==> src/rtl/mvm_pkg.sv <==
// Shared definitions for the streaming matrix-vector multiply core:
// opcodes, FSM state encoding, accumulator sizing and signed saturation.
package mvm_pkg;

  localparam logic [7:0] OP_LOAD_K  = 8'hA0;
  localparam logic [7:0] OP_COMPUTE = 8'hB0;

  typedef enum logic [2:0] {
    ST_IDLE,
    ST_LOAD_K,
    ST_LOAD_X,
    ST_MAC,
    ST_SEND
  } state_e;

  // Accumulator width that can hold C full-scale products without overflow.
  function automatic int calc_w_acc(input int w_x, input int w_k, input int c);
    return w_x + w_k + $clog2(c);
  endfunction

  // Clamp v into the signed range of width w and return it sign-extended to a byte.
  function automatic logic signed [7:0] sat_to_byte(input logic signed [31:0] v, input int w);
    logic signed [31:0] hi;
    logic signed [31:0] lo;
    logic signed [31:0] r;
    hi = (32'sd1 <<< (w - 1)) - 32'sd1;
    lo = -(32'sd1 <<< (w - 1));
    if (v > hi)      r = hi;
    else if (v < lo) r = lo;
    else             r = v;
    return 8'(r);
  endfunction

endpackage

==> src/rtl/mvm_mac_sat.sv <==
// Signed multiply-accumulate with clear/enable; the running sum is saturated
// combinationally to W_Y_OUT bits and presented sign-extended to a byte.
module mvm_mac_sat
  import mvm_pkg::*;
#(
  parameter int C       = 2,
  parameter int W_X     = 4,
  parameter int W_K     = 4,
  parameter int W_Y_OUT = 8
) (
  input  logic                  clk,
  input  logic                  rst,
  input  logic                  clr,
  input  logic                  en,
  input  logic signed [W_K-1:0] k_i,
  input  logic signed [W_X-1:0] x_i,
  output logic        [7:0]     y_byte_o
);

  localparam int W_P   = W_X + W_K;
  localparam int W_ACC = calc_w_acc(W_X, W_K, C);

  logic signed [W_P-1:0]   k_ext;
  logic signed [W_P-1:0]   x_ext;
  logic signed [W_P-1:0]   prod;
  logic signed [W_ACC-1:0] acc_d;
  logic signed [W_ACC-1:0] acc_q;

  // Product and next accumulator value; clear wins over enable.
  always_comb begin
    k_ext = W_P'(k_i);
    x_ext = W_P'(x_i);
    prod  = k_ext * x_ext;
    acc_d = acc_q;
    if (clr)     acc_d = '0;
    else if (en) acc_d = acc_q + W_ACC'(prod);
  end

  // Accumulator register.
  always_ff @(posedge clk) begin
    if (rst) acc_q <= '0;
    else     acc_q <= acc_d;
  end

  // Saturated view of the accumulator.
  always_comb begin
    y_byte_o = sat_to_byte(32'(acc_q), W_Y_OUT);
  end

endmodule

==> src/rtl/mvm_stream_core.sv <==
// Byte-stream matrix-vector engine: loads K once, then streams x vectors
// and returns R saturated y bytes per COMPUTE command.
module mvm_stream_core
  import mvm_pkg::*;
#(
  parameter int R       = 2,
  parameter int C       = 2,
  parameter int W_X     = 4,
  parameter int W_K     = 4,
  parameter int W_Y_OUT = 8
) (
  input  logic       clk,
  input  logic       rst,
  input  logic [7:0] s_data,
  input  logic       s_valid,
  output logic       s_ready,
  output logic [7:0] m_data,
  output logic       m_valid,
  input  logic       m_ready,
  output logic       k_loaded,
  output logic       busy,
  output logic       cmd_err
);

  localparam int N_K   = R * C;
  localparam int IDX_W = (N_K > 1) ? $clog2(N_K) : 1;
  localparam int COL_W = (C > 1) ? $clog2(C) : 1;
  localparam int ROW_W = (R > 1) ? $clog2(R) : 1;
  localparam logic [IDX_W-1:0] IDX_LAST = IDX_W'(N_K - 1);
  localparam logic [COL_W-1:0] COL_LAST = COL_W'(C - 1);
  localparam logic [ROW_W-1:0] ROW_LAST = ROW_W'(R - 1);

  state_e state_q, state_d;
  logic [IDX_W-1:0] idx_q, idx_d;
  logic [COL_W-1:0] col_q, col_d;
  logic [ROW_W-1:0] row_q, row_d;
  logic signed [W_K-1:0] k_q [N_K];
  logic signed [W_K-1:0] k_d [N_K];
  logic signed [W_X-1:0] x_q [C];
  logic signed [W_X-1:0] x_d [C];
  logic k_loaded_q, k_loaded_d;
  logic cmd_err_q, cmd_err_d;
  logic s_fire, m_fire, mac_clr, mac_en;
  logic [IDX_W-1:0] k_sel;
  logic [7:0] y_byte;

  // State register.
  always_ff @(posedge clk) begin
    if (rst) state_q <= ST_IDLE;
    else     state_q <= state_d;
  end

  // Next-state decode.
  always_comb begin
    state_d = state_q;
    case (state_q)
      ST_IDLE: begin
        if (s_fire && s_data == OP_LOAD_K)       state_d = ST_LOAD_K;
        else if (s_fire && s_data == OP_COMPUTE) state_d = ST_LOAD_X;
      end
      ST_LOAD_K: if (s_fire && idx_q == IDX_LAST) state_d = ST_IDLE;
      ST_LOAD_X: if (s_fire && col_q == COL_LAST) state_d = ST_MAC;
      ST_MAC:    if (col_q == COL_LAST)           state_d = ST_SEND;
      ST_SEND:   if (m_fire)                      state_d = (row_q == ROW_LAST) ? ST_IDLE : ST_MAC;
      default:                                    state_d = ST_IDLE;
    endcase
  end

  // Handshake outputs and status flags derived from the current state.
  always_comb begin
    s_ready  = (state_q == ST_IDLE) || (state_q == ST_LOAD_K) || (state_q == ST_LOAD_X);
    m_valid  = (state_q == ST_SEND);
    busy     = (state_q == ST_MAC) || (state_q == ST_SEND);
    s_fire   = s_valid && s_ready;
    m_fire   = m_valid && m_ready;
    m_data   = y_byte;
    k_loaded = k_loaded_q;
    cmd_err  = cmd_err_q;
  end

  // Counters, operand storage and accumulator control per state.
  always_comb begin
    idx_d      = idx_q;
    col_d      = col_q;
    row_d      = row_q;
    k_d        = k_q;
    x_d        = x_q;
    k_loaded_d = k_loaded_q;
    cmd_err_d  = cmd_err_q;
    mac_clr    = 1'b0;
    mac_en     = 1'b0;
    case (state_q)
      ST_IDLE: begin
        if (s_fire && s_data != OP_LOAD_K && s_data != OP_COMPUTE) cmd_err_d = 1'b1;
      end
      ST_LOAD_K: begin
        if (s_fire) begin
          k_d[idx_q] = s_data[W_K-1:0];
          if (idx_q == IDX_LAST) begin
            idx_d      = '0;
            k_loaded_d = 1'b1;
          end else begin
            idx_d = idx_q + 1'b1;
          end
        end
      end
      ST_LOAD_X: begin
        if (s_fire) begin
          x_d[col_q] = s_data[W_X-1:0];
          if (col_q == COL_LAST) begin
            col_d   = '0;
            row_d   = '0;
            mac_clr = 1'b1;
          end else begin
            col_d = col_q + 1'b1;
          end
        end
      end
      ST_MAC: begin
        mac_en = 1'b1;
        col_d  = (col_q == COL_LAST) ? '0 : col_q + 1'b1;
      end
      ST_SEND: begin
        if (m_fire) begin
          if (row_q == ROW_LAST) begin
            row_d = '0;
          end else begin
            row_d   = row_q + 1'b1;
            mac_clr = 1'b1;
          end
        end
      end
      default: ;
    endcase
  end

  // Counter, operand and flag registers; reset discards any partial command.
  always_ff @(posedge clk) begin
    if (rst) begin
      idx_q      <= '0;
      col_q      <= '0;
      row_q      <= '0;
      k_loaded_q <= 1'b0;
      cmd_err_q  <= 1'b0;
      for (int i = 0; i < N_K; i++) k_q[i] <= '0;
      for (int i = 0; i < C; i++)   x_q[i] <= '0;
    end else begin
      idx_q      <= idx_d;
      col_q      <= col_d;
      row_q      <= row_d;
      k_loaded_q <= k_loaded_d;
      cmd_err_q  <= cmd_err_d;
      k_q        <= k_d;
      x_q        <= x_d;
    end
  end

  // Row-major element select for the current MAC step.
  always_comb begin
    k_sel = IDX_W'(int'(row_q) * C + int'(col_q));
  end

  mvm_mac_sat #(
    .C      (C),
    .W_X    (W_X),
    .W_K    (W_K),
    .W_Y_OUT(W_Y_OUT)
  ) u_mac (
    .clk     (clk),
    .rst     (rst),
    .clr     (mac_clr),
    .en      (mac_en),
    .k_i     (k_q[k_sel]),
    .x_i     (x_q[col_q]),
    .y_byte_o(y_byte)
  );

endmodule

==> config.mk <==
export PLATFORM = sky130hd
export DESIGN_NAME = mvm_stream_core
export DESIGN_NICKNAME = d
export VERILOG_FILES = /design/src/rtl/mvm_pkg.sv /design/src/rtl/mvm_mac_sat.sv /design/src/rtl/mvm_stream_core.sv
export SDC_FILE = /design/constraint.sdc
export NUM_CORES = 1
export LEC_CHECK = 0
export CAP_MARGIN = 40
export CORE_MARGIN = 2
export CORE_UTILIZATION = 63
export CTS_CLUSTER_SIZE = 12
export DETAILED_ROUTE_END_ITERATION = 10
export PLACE_DENSITY_LB_ADDON = 0.1
export SETUP_SLACK_MARGIN = 0.02
export SLEW_MARGIN = 20
export SYNTH_ARGS = -nofsm -noshare
export SYNTH_HDL_FRONTEND = slang
export SYNTH_SLANG_ARGS = --single-unit
==> constraint.sdc <==
create_clock -name clk -period 9.1 [get_ports clk]
set_input_delay 1.82 -clock clk [delete_from_list [all_inputs] [get_ports clk]]
set_output_delay 1.82 -clock clk [all_outputs]
set_load 0.005 [all_outputs]
; ---- Word-level counts from Yosys, hierarchy flattened
; Index checks and enable logic that the tools add are counted.
; W data, S select, Z words.
[totals]
n_memories = 0
mem_bits_ro = 0
mem_bits_rw = 0
register_bits = 42
latchBits = 0
word_cells = 106
[classes]
shift = 0
reduce_logical = 24
n_div = 0
eq_ne = 16
mul = 1
add_sub_neg = 5
magnitude_cmp = 7
n_mux = 37
bitwise = 3
[op_table]
columns = op, count
row1 = $mux W4, 7
row2 = $mux W3, 6
row3 = $bwmux W16, 1
row4 = $eq A8 B8 Y1 const B, 2
row5 = $mux W8, 2
row6 = $ne A8 B8 Y1 const B, 2
row7 = $pmux W3 S5, 1
row8 = $mux W1, 11
row9 = $logic_and A1 B1 Y1, 10
row10 = $ne A2 B2 Y1 const B, 5
row11 = $add A9 B8 Y9, 1
row12 = $gt A9 B8 Y1 const B, 1
row13 = $lt A9 B8 Y1 const B, 1
row14 = $bmux W4 S2, 1
row15 = $bwmux W8, 1
row16 = $demux W4 S2, 1
row17 = $mul A4 B4 Y8, 1
row18 = $reduce_and A2 Y1, 4
row19 = $eq A3 B2 Y1 const B, 2
row20 = $ge A3 B3 Y1 const B, 2
row21 = $not A2 Y3, 2
row22 = $pmux W1 S2, 3
row23 = $reduce_and A5 Y1, 1
row24 = $demux W4 S1, 1
row25 = other kinds (19), 24

; ---- Depth between registers and ports, before layout
[depth]
ltp_word = 8
depth_mapped = 18

; ---- Hierarchy
; From an unflattened synthesis, not the netlist that was laid out.
[unflattened]
cells_unflattened = 349
area_unflattened_um2 = 3002.9
[by_module_without_submodules]
columns = mod, cells_per_inst, instances, area_per_inst_um2
row1 = mvm_stream_core, 184, 1, 1625.3
row2 = mvm_mac_sat, 165, 1, 1377.6

; ---- Least setup slack after synthesis
; Ideal clock, no wire load.
[synth_path]
path_type = flip-flop to flip-flop
start = reg col_q
end = reg u_mac.acc_q[7]
path_stages_with_launch = 16
path_slack_ns = 4.721
arrival_ns = 4.261
period_less_slack_ns = 4.379
setup_ns = 0.117
n_path_buf = 2
path_cell_list = dfxtp_1 -> buf_2 -> buf_2 -> mux4_2 -> or2_2 -> fa_1 -> fa_1 -> fa_1 -> inv_1 -> ha_1 -> a21o_1 -> a21oi_1 -> o21bai_1 -> a21oi_1 -> mux2i_1 -> nand2_1
[synth_between]
elab_chain_len = 7
word_cells_on_any_way = 15
[synth_lines]
columns = element, line_no
row1 = start: declaration, mvm_stream_core.sv:35  ; logic [COL_W-1:0] col_q, col_d;
row2 = start signal: assignment, mvm_stream_core.sv:149  ; col_q <= col_d;
row3 = $add A2 B1 Y2, mvm_stream_core.sv:160  ; k_sel = IDX_W'(int'(row_q) * C + int'(col_q));
row4 = $not A2 Y3 (implied by the code), mvm_stream_core.sv:173  ; .k_i (k_q[k_sel]),
row5 = $bmux W4 S2, mvm_stream_core.sv:173
row6 = $mux W4 (implied by the code) (2 in a row), mvm_stream_core.sv:173
row7 = $mul A4 B4 Y8, mvm_mac_sat.sv:33  ; prod = k_ext * x_ext;
row8 = $add A9 B8 Y9, mvm_mac_sat.sv:36  ; else if (en) acc_d = acc_q + W_ACC'(prod);
row9 = end signal: assignment, mvm_mac_sat.sv:41  ; if (rst) acc_q <= '0;
row10 = end signal: assignment, mvm_mac_sat.sv:42  ; else acc_q <= acc_d;
row11 = end: declaration, mvm_mac_sat.sv:27  ; logic signed [W_ACC-1:0] acc_q;
; Several ways; a longest one is shown, not always the timed one. The select of a mux whose other input is x is not followed.
; A chain may end at the register's enable or synchronous reset.

; ---- Worst setup path after layout
[layout_path]
start = reg col_q
end = reg u_mac.acc_q[8]
; The elaborated chain is that of the path after synthesis.

==> reports/results.txt <==
status: complete, no violations
Util after Layout: 70.7%
Setup-failing EPs final: 0
syn nets: 414
largest stage delay on the critical path: 760 ps
vias in the first global route: 2138
# IOs: 25
final net count: 424
actual slew at the worst max-slew pin: 821 ps
Die Area: 5320 sq um
Yosys top cell by area: dfxtp_1
Die H: 73.0 um
number of gates resized after CTS: 0
Buf+Inv Stages, Crit Path: 2
slowest CP cell: dfxtp_1
Clk pwr share: 39.4%
First-pass DRT Iterations: 4
max cap viols: 0
final setup margin: 4220 ps
layout cells sized above 1: 5.08%
DRT iter0 DRCs: 71
most frequent CP cell: fa_1
final number of hold-violating endpoints: 0
Seq pwr share: 55.8%
PD cells: 100 nW/um^2
Crit. Startpoint: col_q
Routed WL: 5.65 mm
number of routed nets with antenna violations: 0
Seq cells post-synth: 42
Rel. slew slack: 45.3%
RSZ-0062 raised after global routing: no
Clock transition at path regs: 90 ps
dpl cells: 420
grt ovf: 0
Setup crit end kind: flip-flop
Fill cells: 385
Final Cycle Share: 53.7%
Post-Layout Cell Count: 428
internal power: 248 uW
per-cell routed wire length: 13.2 um
Setup crit start kind: flip-flop
synthesized area: 3000 sq um
end of the critical path: u_mac.acc_q[8]
site row count: 25
worst skew pair latency: 300 ps
CTS Root Cell: clkbuf_8
R2R setup slack: 4220 ps
global-route wire length before repair: 9.68 mm
DP Area: 3200 sq um
worst-path maximum fanout: 14
vias per cell: 5.49
worst reg-to-reg path cell count: 14
Initial Utilization: 64.3%
# hold bufs at CTS: 0
WP data arrival: 5130 ps
R2R Path End: u_mac.acc_q[8]
Max Freq: 205 MHz
H-tree depth: 2
Leakage Power: 0.00134 uW
worst-path cell chain: mux4_2 -> nor2b_1 -> fa_1 -> fa_1 -> inv_1 -> fa_1 -> inv_1 -> ha_1 -> nor2b_1 -> o31a_1 -> o21ai_0 -> nor4b_1 -> mux2i_1 -> nand2_1
Clock Skews: 10.8 ps
Crit Path Class: flip-flop to flip-flop
area of the multi-input gates: 1890 sq um
fin crit period: 4880 ps
top cells by instance count after synthesis: 42 x dfxtp_1, 42 x inv_1, 40 x nand2_1
VDD IR max: 0.0914 mV
Final Wtd Congestion: 0.862
Remaining DRCs: 0
Syn Inst Count: 363
top cells by area, synth: dfxtp_1 28%, fa_1 11%, ha_1 9.6%
clk buf depth: 2
delay-heaviest family, CP: adder cells
IO Port Bufs: 24
EDFF count, synth: 0
Synth top area share: 28.1%
Post-synth ARST share: 0%
Sw Pwr: 82.5 uW
Die W: 73.0 um
Critical R2R Launch: col_q
register area: 841 sq um
Pins Over Slew Limit: 0
gr usage total: 23.5%
Crit. path cell count: 14
number of diodes: 0
Via Count: 2349
pre-CTS setup slack: 4230 ps
Logic pwr share: 4.7%
DP Wirelength: 4.24 mm
initial antenna violation count: 0
Switching Share: 24.9%
Post-synth top flop: dfxtp_1
Post CTS Setup Buffer Count: 0
setup_tns: 0 ps
Synth Area per Inst: 8.26 sq um
synth unique cells: 44
Layout area overhead: 9.98%
Seq/Total Area, Yosys: 28.1%
clock sinks: 42
Hold Path Class: flip-flop to flip-flop
pin count of the biggest net entering global routing: 36
core area: 4660 sq um
Worst EP required: 9340 ps
synth warn: 0
Final Cell Area: 3300 sq um
TritonCTS Buffers: 5
CTS tree: done
## final cells by class
cell class,instances,area share (%)
multi-input combinational,257,57.2
sequential,42,25.5
timing repair buffer,25,7.52
inverter,42,4.78
clock buffer,5,2.09
tap,54,2.05
clock inverter,3,0.835
## worst reg2reg max path, stage by stage (launching register included)
cell	delay, ps
dfxtp_1	760
mux4_2	630
nor2b_1	210
fa_1	530
fa_1	550
inv_1	50
fa_1	530
inv_1	50
ha_1	310
nor2b_1	170
o31a_1	260
o21ai_0	270
nor4b_1	310
mux2i_1	130
nand2_1	70
## power groups by stage
| stage | clock network [uW] | registers, uW | logic (uW) |
|---|---|---|---|
| floorplan | 0 | 189 | 7.70 |
| global placement | 0 | 189 | 15.6 |
| detailed placement | 0 | 189 | 15.7 |
| CTS | 133 | 185 | 15.7 |
| global route | 142 | 185 | 17.1 |
| finish | 130 | 185 | 15.6 |
## metrics by stage
stage                     hold WS [ps]  power, uW
final                              459        331
after global routing               475        344
after CTS                          461        333
after detailed placement           448        205
after global placement             442        205
after floorplan                    433        196
## metal layers
layer	GRT usage, %	up-vias	wire length [um]
li1	-	1210	-
met1	30.8	1077	2590
met2	39.4	55	2750
met3	4.70	7	225
met4	7.00	0	89
met5	0	-	0
## cells by family (layout without fill, tap and decap cells)
logic type               Yosys count  in the layout  synth area share (%)
AO/OA/AOI/OAI                     57             57                  11.1
multiplexers                      20             20                  8.35
AND/OR/NAND/NOR                  134            134                  21.1
XOR/XNOR                           7              7                  2.05
adder cells (fa/ha/maj)           39             39                  20.3
buffers and inverters             64             75                  9.02
flip-flops                        42             42                  28.1
## state kept, by name (all words and copies together), names as in the netlist
register     cells
idx_q            2
cmd_err          1
u_mac.acc_q      9
k_q             16
col_q            1
row_q            1
x_q              8
k_loaded         1
state_q          3
## worst min path at each step
stage	start	cells past startpoint	end
after floorplan	k_q[4]	2	k_q[4]
after global placement	x_q[7]	2	x_q[7]
after detailed placement	k_q[14]	2	k_q[14]
after CTS	k_q[14]	2	k_q[14]
after global routing	k_q[15]	2	k_q[15]
final	x_q[7]	2	x_q[7]
## cell usage in the layout (no fill, tap or decap), types with 2 or more instances in the layout
master           instances
nor2_1                  37
xor2_1                   2
clkdlybuf4s50_1         24
xnor2_1                  5
a21o_1                   2
dfxtp_1                 42
fa_1                    16
clkbuf_8                 5
nor2b_1                 15
nand3_1                 22
nor3_1                   8
nand2b_1                 3
ha_1                    23
o21ai_0                 11
mux2i_1                 16
inv_1                   42
a21oi_1                 31
nand2_1                 40
mux4_2                   4
Note: power is estimated with default switching activity, not from simulation.
